**src/rtl/radar_panel_ctrl.sv**
```systemverilog
// Front-panel controller: debounced mode/range buttons, operating-mode FSM, range sequencing.
// Button events appear 1 cycle after the debounced edge; FSM/range outputs update 1 cycle after an event.

module radar_panel_btn #(
  parameter int DEBOUNCE_CYCLES   = 500000,
  parameter int LONG_PRESS_CYCLES = 50000000
) (
  input  logic clk,
  input  logic reset_n,
  input  logic btn,
  output logic short_evt,
  output logic long_evt
);
  localparam int DEB_W  = $clog2(DEBOUNCE_CYCLES);
  localparam int HOLD_W = $clog2(LONG_PRESS_CYCLES);
  localparam logic [DEB_W-1:0]  DEB_MAX  = DEB_W'(DEBOUNCE_CYCLES - 1);
  localparam logic [HOLD_W-1:0] HOLD_MAX = HOLD_W'(LONG_PRESS_CYCLES - 1);

  logic              sync_q1;
  logic              sync_q2;
  logic              stable;
  logic              stable_d;
  logic              long_flag;
  logic [DEB_W-1:0]  deb_cnt;
  logic [HOLD_W-1:0] hold_cnt;

  always_ff @(posedge clk or negedge reset_n) begin
    if (!reset_n) begin
      sync_q1 <= 1'b1;
      sync_q2 <= 1'b1;
      stable  <= 1'b1;
      deb_cnt <= '0;
    end else begin
      sync_q1 <= btn;
      sync_q2 <= sync_q1;
      if (sync_q2 != stable) begin
        if (deb_cnt == DEB_MAX) begin
          stable  <= sync_q2;
          deb_cnt <= '0;
        end else begin
          deb_cnt <= deb_cnt + 1'b1;
        end
      end else begin
        deb_cnt <= '0;
      end
    end
  end

  // long_flag is sampled before it clears, so the release after a long press stays silent
  always_ff @(posedge clk or negedge reset_n) begin
    if (!reset_n) begin
      stable_d  <= 1'b1;
      short_evt <= 1'b0;
      long_evt  <= 1'b0;
      long_flag <= 1'b0;
      hold_cnt  <= '0;
    end else begin
      stable_d  <= stable;
      short_evt <= stable && !stable_d && !long_flag;
      long_evt  <= 1'b0;
      if (stable) begin
        hold_cnt  <= '0;
        long_flag <= 1'b0;
      end else if (hold_cnt == HOLD_MAX) begin
        if (!long_flag) begin
          long_evt  <= 1'b1;
          long_flag <= 1'b1;
        end
      end else begin
        hold_cnt <= hold_cnt + 1'b1;
      end
    end
  end
endmodule

module radar_panel_ctrl #(
  parameter int DEBOUNCE_CYCLES   = 500000,
  parameter int LONG_PRESS_CYCLES = 50000000,
  parameter int NUM_RANGES        = 4,
  localparam int RANGE_W          = $clog2(NUM_RANGES)
) (
  input  logic               clk,
  input  logic               reset_n,
  input  logic               btn_mode,
  input  logic               btn_range,
  input  logic               sweep_done,
  input  logic               cal_done,
  output logic [1:0]         mode_state,
  output logic               sweep_en,
  output logic               cal_start,
  output logic [RANGE_W-1:0] range_sel,
  output logic               range_pending
);
  typedef enum logic [1:0] {
    ST_IDLE  = 2'd0,
    ST_SWEEP = 2'd1,
    ST_HOLD  = 2'd2,
    ST_CAL   = 2'd3
  } state_t;

  localparam logic [RANGE_W-1:0] RANGE_MAX = RANGE_W'(NUM_RANGES - 1);

  logic mode_short;
  logic mode_long;
  logic range_short;
  logic range_long;

  state_t             state;
  state_t             state_n;
  logic [RANGE_W-1:0] target;
  logic [RANGE_W-1:0] target_n;
  logic [RANGE_W-1:0] target_upd;
  logic [RANGE_W-1:0] range_sel_n;
  logic               range_pending_n;
  logic               sweep_en_n;
  logic               cal_start_n;

  radar_panel_btn #(
    .DEBOUNCE_CYCLES  (DEBOUNCE_CYCLES),
    .LONG_PRESS_CYCLES(LONG_PRESS_CYCLES)
  ) u_btn_mode (
    .clk      (clk),
    .reset_n  (reset_n),
    .btn      (btn_mode),
    .short_evt(mode_short),
    .long_evt (mode_long)
  );

  radar_panel_btn #(
    .DEBOUNCE_CYCLES  (DEBOUNCE_CYCLES),
    .LONG_PRESS_CYCLES(LONG_PRESS_CYCLES)
  ) u_btn_range (
    .clk      (clk),
    .reset_n  (reset_n),
    .btn      (btn_range),
    .short_evt(range_short),
    .long_evt (range_long)
  );

  always_ff @(posedge clk or negedge reset_n) begin
    if (!reset_n) begin
      state         <= ST_IDLE;
      target        <= '0;
      range_sel     <= '0;
      range_pending <= 1'b0;
      sweep_en      <= 1'b0;
      cal_start     <= 1'b0;
    end else begin
      state         <= state_n;
      target        <= target_n;
      range_sel     <= range_sel_n;
      range_pending <= range_pending_n;
      sweep_en      <= sweep_en_n;
      cal_start     <= cal_start_n;
    end
  end

  always_comb begin
    target_upd = target;
    if (range_long) begin
      target_upd = '0;
    end else if (range_short) begin
      target_upd = (target == RANGE_MAX) ? '0 : target + 1'b1;
    end
  end

  // Range application is decided by the pre-transition state
  always_comb begin
    state_n         = state;
    target_n        = target;
    range_sel_n     = range_sel;
    range_pending_n = range_pending;
    if (state == ST_CAL) begin
      if (cal_done) begin
        state_n = ST_IDLE;
      end
    end else if (mode_long) begin
      state_n         = ST_CAL;
      target_n        = range_sel;
      range_pending_n = 1'b0;
    end else begin
      if (mode_short) begin
        case (state)
          ST_IDLE:  state_n = ST_SWEEP;
          ST_SWEEP: state_n = ST_HOLD;
          default:  state_n = ST_SWEEP;
        endcase
      end
      target_n = target_upd;
      if (state == ST_SWEEP) begin
        if (sweep_done || mode_short) begin
          range_sel_n     = target_upd;
          range_pending_n = 1'b0;
        end else if (range_short || range_long) begin
          range_pending_n = 1'b1;
        end
      end else begin
        range_sel_n     = target_upd;
        range_pending_n = 1'b0;
      end
    end
  end

  always_comb begin
    sweep_en_n  = (state_n == ST_SWEEP);
    cal_start_n = (state_n == ST_CAL) && (state != ST_CAL);
  end

  assign mode_state = state;
endmodule

```
**config.mk**
```make
export PLATFORM = sky130hd
export DESIGN_NAME = radar_panel_ctrl
export DESIGN_NICKNAME = d
export VERILOG_FILES = /design/src/rtl/radar_panel_ctrl.sv
export SDC_FILE = /design/constraint.sdc
export NUM_CORES = 1
export LEC_CHECK = 0
export ABC_AREA = 1
export BUFFER_PORTS_ARGS = -buffer_cell sky130_fd_sc_hd__buf_2
export CAP_MARGIN = 20
export CORE_MARGIN = 2
export CORE_UTILIZATION = 50
export CTS_CLUSTER_SIZE = 10
export DETAILED_ROUTE_END_ITERATION = 12
export GPL_TIMING_DRIVEN = 0
export HOLD_SLACK_MARGIN = 0.05
export PLACE_DENSITY = 0.66
export SYNTH_ARGS = -nofsm -noshare
export SYNTH_HDL_FRONTEND = slang
export SYNTH_SLANG_ARGS = --single-unit
export TNS_END_PERCENT = 100
```
**constraint.sdc**
```tcl
create_clock -name clk -period 1.5 [get_ports clk]
set_input_delay 0.075 -clock clk [delete_from_list [all_inputs] [get_ports clk]]
set_output_delay 0.075 -clock clk [all_outputs]
set_load 0.03 [all_outputs]
```
; Word level (Yosys, flattened, before mapping)
; Cells that the tools add are included.
[totals]
word_cells = 97
input_bits = 6
ff_bits = 113
out_inout_bits = 7
[classes]
muxes = 33
reduce_logical = 17
eq_ne = 16
bitwise = 2
add_sub_neg = 5
[ops]
columns = operator, n
row1 = 26-bit 2-to-1 mux, 4
row2 = 19-bit 2-to-1 mux, 4
row3 = 26-bit by 1-bit adder with 26-bit output (second input constant), 2
row4 = 26-bit equality test (second input constant), 2
row5 = 19-bit by 1-bit adder with 19-bit output (second input constant), 2
row6 = 19-bit equality test (second input constant), 2
row7 = 2-bit 2-to-1 mux, 11
row8 = 1-bit 2-to-1 mux, 14
row9 = 2-bit equality test (second input constant), 3
row10 = 2-bit by 1-bit != test with 1-bit output (second input constant), 3
row11 = 2-bit AND reduction, 3
row12 = 1-bit logical AND, 5
row13 = 2-bit by 1-bit equality test with 1-bit output (second input constant), 2
row14 = 1-bit zero test, 4
row15 = 4-bit by 1-bit != test with 1-bit output (second input constant), 1
row16 = 2-bit nonzero test, 2
row17 = 3-bit AND reduction, 1
row18 = 2-bit by 1-bit adder with 2-bit output (second input constant), 1
row19 = 1-bit logical OR, 2
row20 = 1-bit != test, 2
row21 = 2-bit != test (second input constant), 1
row22 = 1-bit inverter, 2

; Depth between registers and ports, before layout
[depth]
word_depth = 7
mapped_depth = 10
mapped_depth_nobuf = 10

; Cells and area by module
; A second synthesis with hierarchy kept.
[unflattened]
hier_cells = 925
area_unflattened_um2 = 6521.3
[modules_own_cells]
columns = mod, area_per_inst_um2, seq_area_each_um2, cells_per_inst, instances
row1 = radar_panel_btn (u_btn_mode), 3022.9, 1306.3, 422, 1
row2 = radar_panel_btn (u_btn_range), 3017.9, 1306.3, 434, 1
row3 = radar_panel_ctrl, 480.5, 225.2, 69, 1

; Least setup slack after synthesis
; OpenSTA, ideal clock, no wires.
[synth_timing]
path_type = register to register
from = register u_btn_mode.deb_cnt[0]
to = register u_btn_mode.deb_cnt[18]
setup_ns = 0.115
required_time_ns = 1.385
path_buffers = 0
arrival_ns = 1.257
path_stages_with_launch = 9
path_slack_ns = 0.127
period_less_slack_ns = 1.373
cell_sequence = dfrtp_1 -> ha_1 -> nand2_1 -> nor2_4 -> nand3_1 -> nor2_2 -> nor2_1 -> nand2_1 -> nor2_1
[synth_via]
elab_chain_len = 3
word_cells_on_any_way = 4
classes_between = 1 x add/sub / 1 x eq/ne / 2 x mux
[synth_rtl]
columns = element, line
row1 = start: declaration, 24  ; logic [DEB_W-1:0] deb_cnt;
row2 = start signal: assignment, 41  ; deb_cnt <= deb_cnt + 1'b1;
row3 = 19-bit by 1-bit adder with 19-bit output / 19-bit equality test (equally long branches), "41, 37"
row4 = 19-bit 2-to-1 mux (*), 37  ; if (deb_cnt == DEB_MAX) begin
row5 = 19-bit 2-to-1 mux (*), 36  ; if (sync_q2 != stable) begin
; Mark *: on every way between the ends. The rest lies on a longest branch, timed or not.
; A chain may end at the register's enable or synchronous reset.

; Worst setup path in the final report
[layout_timing]
from = register u_btn_range.deb_cnt[1]
to = register u_btn_range.deb_cnt[18]
[layout_via]
elab_chain_len = 3
word_cells_on_any_way = 4
classes_between = 1 x add/sub / 1 x eq/ne / 2 x mux
[layout_rtl]
columns = element, line
row1 = start: declaration, 24
row2 = start signal: assignment, 41
row3 = 19-bit by 1-bit adder with 19-bit output / 19-bit equality test (equally long branches), "41, 37"
row4 = 19-bit 2-to-1 mux (*), 37
row5 = 19-bit 2-to-1 mux (*), 36
; Marks and branches as above.

==> results.cfg <==
[outcome]
status = finished clean

[power]
powerDensity_nw_per_um2 = 939
seqPwrFrac_pct = 44.1
combinationalPowerShare_pct = 4.2
irDropWorstVdd_mv = 0.787
switchingPower_w = 0.00155
p_leak_nw = 3.29
cellInternalPower_w = 0.00556
p_sw_share_pct = 21.7
clkPwrFrac_pct = 51.7
total_power_w = 0.00711

[timing]
finalCritPeriodShare_pct = 99.3
fin_crit_ns = 1.49
slew_headroom_pct = 54.4
fin_skew_ns = 0.00620
fmax_mhz = 672
worst_hold_slack_ns = 0.244
max_slew.worst_pin.slew_ns = 0.684
tns_ns = 0
maxSlewViolCount = 0
setup_viol = 0
hold_viol_final = 0
grt_setup_unrepaired = yes

[worst_setup_path]
rr_worst_depth = 8
end_kind = flop
reg2reg_setup_slack_ns = 0.01
critPathMaxStageDelay_ns = 0.40
start_kind = flop
path_class = flop to flop
critical_path.top_delay_family = simple AND/OR/NAND/NOR gates
r2r_start = u_btn_range.deb_cnt[1]$_DFF_PN0_
cp.required_ns = 1.80
slowest_stage = dfrtp_1
r2r-end = u_btn_range.deb_cnt[18]$_DFF_PN0_
path_buf_inv = 0
path_cells = ha_4 > nand2_4 > nor2_4 > nand3_4 > nor2_4 > nand3_2 > nor2_1 > nor2_1
crit_fanout = 5
crit_arrival_ns = 1.79

[yosys]
synth_enable_flop_cells = 0
synth_compound_gate_area_share_pct = 3.85
synthFlopType = dfrtp_1
yosys.area.top_type = dfrtp_1
yosysWarnings = 0
ys_types = 37
avgSynthCellArea_um2 = 7.30
yosysMostFrequentCell = nand2_1
synth_top_cell_area_share_pct = 41.4
synth_xor_area_share_pct = 4.54
syn_inst = 869
synth_area_um2 = 6340
async_flop_share_pct = 100
synth_area_leaders = dfrtp_1 41%, nand2_1 14%, nor2_1 12%
synth_top_family_by_area = simple AND/OR/NAND/NOR gates
synthMuxAreaShare_pct = 0
synth-simple-area-share_pct = 40.3
ys_seq_area_share_pct = 44.7
syn_nets = 880
synthTopCellsByCount = 229 x nand2_1, 203 x nor2_1, 105 x dfrtp_1
ys_ff_latch = 113
synthAdderAreaFrac_pct = 0.986

[die]
start_util_pct = 50.7
die_h_um = 117
die-area_um2 = 13600
fp.dieW_um = 117
ios = 13
placementRows = 41
core-area_um2 = 12500

[cts]
clk_pin_slew_ns = 0.05
clock-sinks = 113
clock_latency_ns = 0.41
htree_levels = 4
cts_tree = done
numCtsBuffers = 17
cts-root-buf = clkbuf_16
cts_max_path_buffers = 2

[routing]
remaining_drc_errors = 0
via_per_inst = 4.98
num_vias = 5485
drtIter0Drc = 323
drt_wl_total_um = 13600
antenna_left = 0
firstDrtPassIters = 5
wl_per_cell_um = 12.3

[global_routing]
antenna_found_initial = 0
grt_pass1_wl_um = 23000
grt_max_degree = 62
grt_pass1_vias = 4985
track_usage_pct = 21.6
overflow = 0

[final_layout]
final_cell_area_um2 = 7570
final_util_pct = 60.5
diodes = 0
final_nets = 929
areaGrowthSynthToFinish_pct = 19.3
drive_gt1_share_pct = 16.3

[run]
maxCapViolCount = 0

[placement]
gp_congestion = 0.893
hpwl_um = 9650
postPlaceCellArea_um2 = 6650
io_buffers = 12

[worst_hold_path]
hold_class = primary input to async pin
-- registers in the layout, summed over array words and instances (netlist names), 2 cells and up --
| register | flops |
|---|---|
| u_btn_range.hold_cnt | 26 |
| target | 2 |
| mode_state | 2 |
| range_sel | 2 |
| u_btn_range.deb_cnt | 19 |
| u_btn_mode.hold_cnt | 26 |
| u_btn_mode.deb_cnt | 19 |
-- cell usage in the layout, fill, tap and decap left out, types with 7 or more instances in the layout --
cell and count:
nand4_1 7, clkbuf_16 17, nand3_1 72, nand2_2 12, nor2_2 18, buf_4 13
a21oi_1 22, o21ai_0 12, nor2_4 17, nand2_1 226, nor3_1 13, dfstp_2 8
nor2_1 191, inv_1 77, xor2_1 22, buf_2 12, xnor2_1 9, dfrtp_1 100
-- worst register-to-register path: cells and delay by family, from the launching register on --
family | cells | cell delay (ns)
simple gates | 7 | 0.79
fa+ha+maj | 1 | 0.19
flops | 1 | 0.40
-- per-stage QoR --
step	setup slack (ns)	instances
final	0.0108	1102
after global routing	-0.0783	1102
after CTS	0.000178	1096
after detailed placement	-0.184	1054
after global placement	-0.943	1053
after floorplan	0.127	869
-- metal layers --
metal | GRT usage (%) | share of wire (%) | vias up
li1 | - | - | 2818
met1 | 29.6 | 49 | 2583
met2 | 33.9 | 47 | 72
met3 | 5.19 | 3.2 | 12
met4 | 7.61 | 1.0 | 0
met5 | 0 | 0 | -
-- what timing repair did --
item / 4_1_cts / 5_1_grt
pin swaps: 5 / 10
setup endpoints to repair: 46 / 69
resized for setup: 22 / 34
endpoints found under the hold margin: 52 / 0
setup buffers: 6 / 6
hold buffers: 5 / 0
-- power by group through the flow --
| stage | combinational (W) | sequential [W] | clock [W] |
|---|---|---|---|
| global placement | 0.000262 | 0.00318 | 0 |
| CTS | 0.000298 | 0.00313 | 0.00376 |
| floorplan | 0.000107 | 0.00322 | 0 |
| detailed placement | 0.000277 | 0.00318 | 0 |
| global route | 0.000345 | 0.00314 | 0.00392 |
| finish | 0.000297 | 0.00313 | 0.00368 |
-- cells by family (layout without fill, tap and decap cells) --
kind of cell             after synthesis  after routing
adder cells (fa/ha/maj)                5              5
buffers and inverters                 91            152
AO/OA/AOI/OAI                         44             44
flip-flops                           113            113
AND/OR/NAND/NOR                      584            584
XOR/XNOR                              32             32
-- worst max-delay path by stage --
stage / start / to / slack (ns) / cells past startpoint
6_report: u_btn_range.deb_cnt[1]$_DFF_PN0_ / u_btn_range.deb_cnt[18]$_DFF_PN0_ / 0.01 / 8
5_1_grt: u_btn_range.deb_cnt[0]$_DFF_PN0_ / u_btn_range.deb_cnt[18]$_DFF_PN0_ / -0.08 / 8
4_1_cts: u_btn_mode.hold_cnt[0]$_DFFE_PN0P_ / u_btn_mode.hold_cnt[7]$_DFFE_PN0P_ / 0.0002 / 8
3_5_place_dp: u_btn_mode.hold_cnt[0]$_DFFE_PN0P_ / u_btn_mode.hold_cnt[14]$_DFFE_PN0P_ / -0.18 / 7
3_3_place_gp: reset_n / u_btn_range.deb_cnt[14]$_DFF_PN0_ / -0.94 / 1
2_1_floorplan: u_btn_mode.deb_cnt[0]$_DFF_PN0_ / u_btn_mode.deb_cnt[18]$_DFF_PN0_ / 0.13 / 8
-- layout make-up --
cell class | count | area, µm²
plain buffers | 7 | 47.5
clock buffers | 24 | 482
clock inverters | 7 | 60.1
fillers | 1171 | 4950
inverters | 84 | 318
multi-input cells | 665 | 3370
flip-flops and latches | 113 | 2840
well taps | 172 | 215
repair buffers | 30 | 230
(Power assumes the default switching activity.)
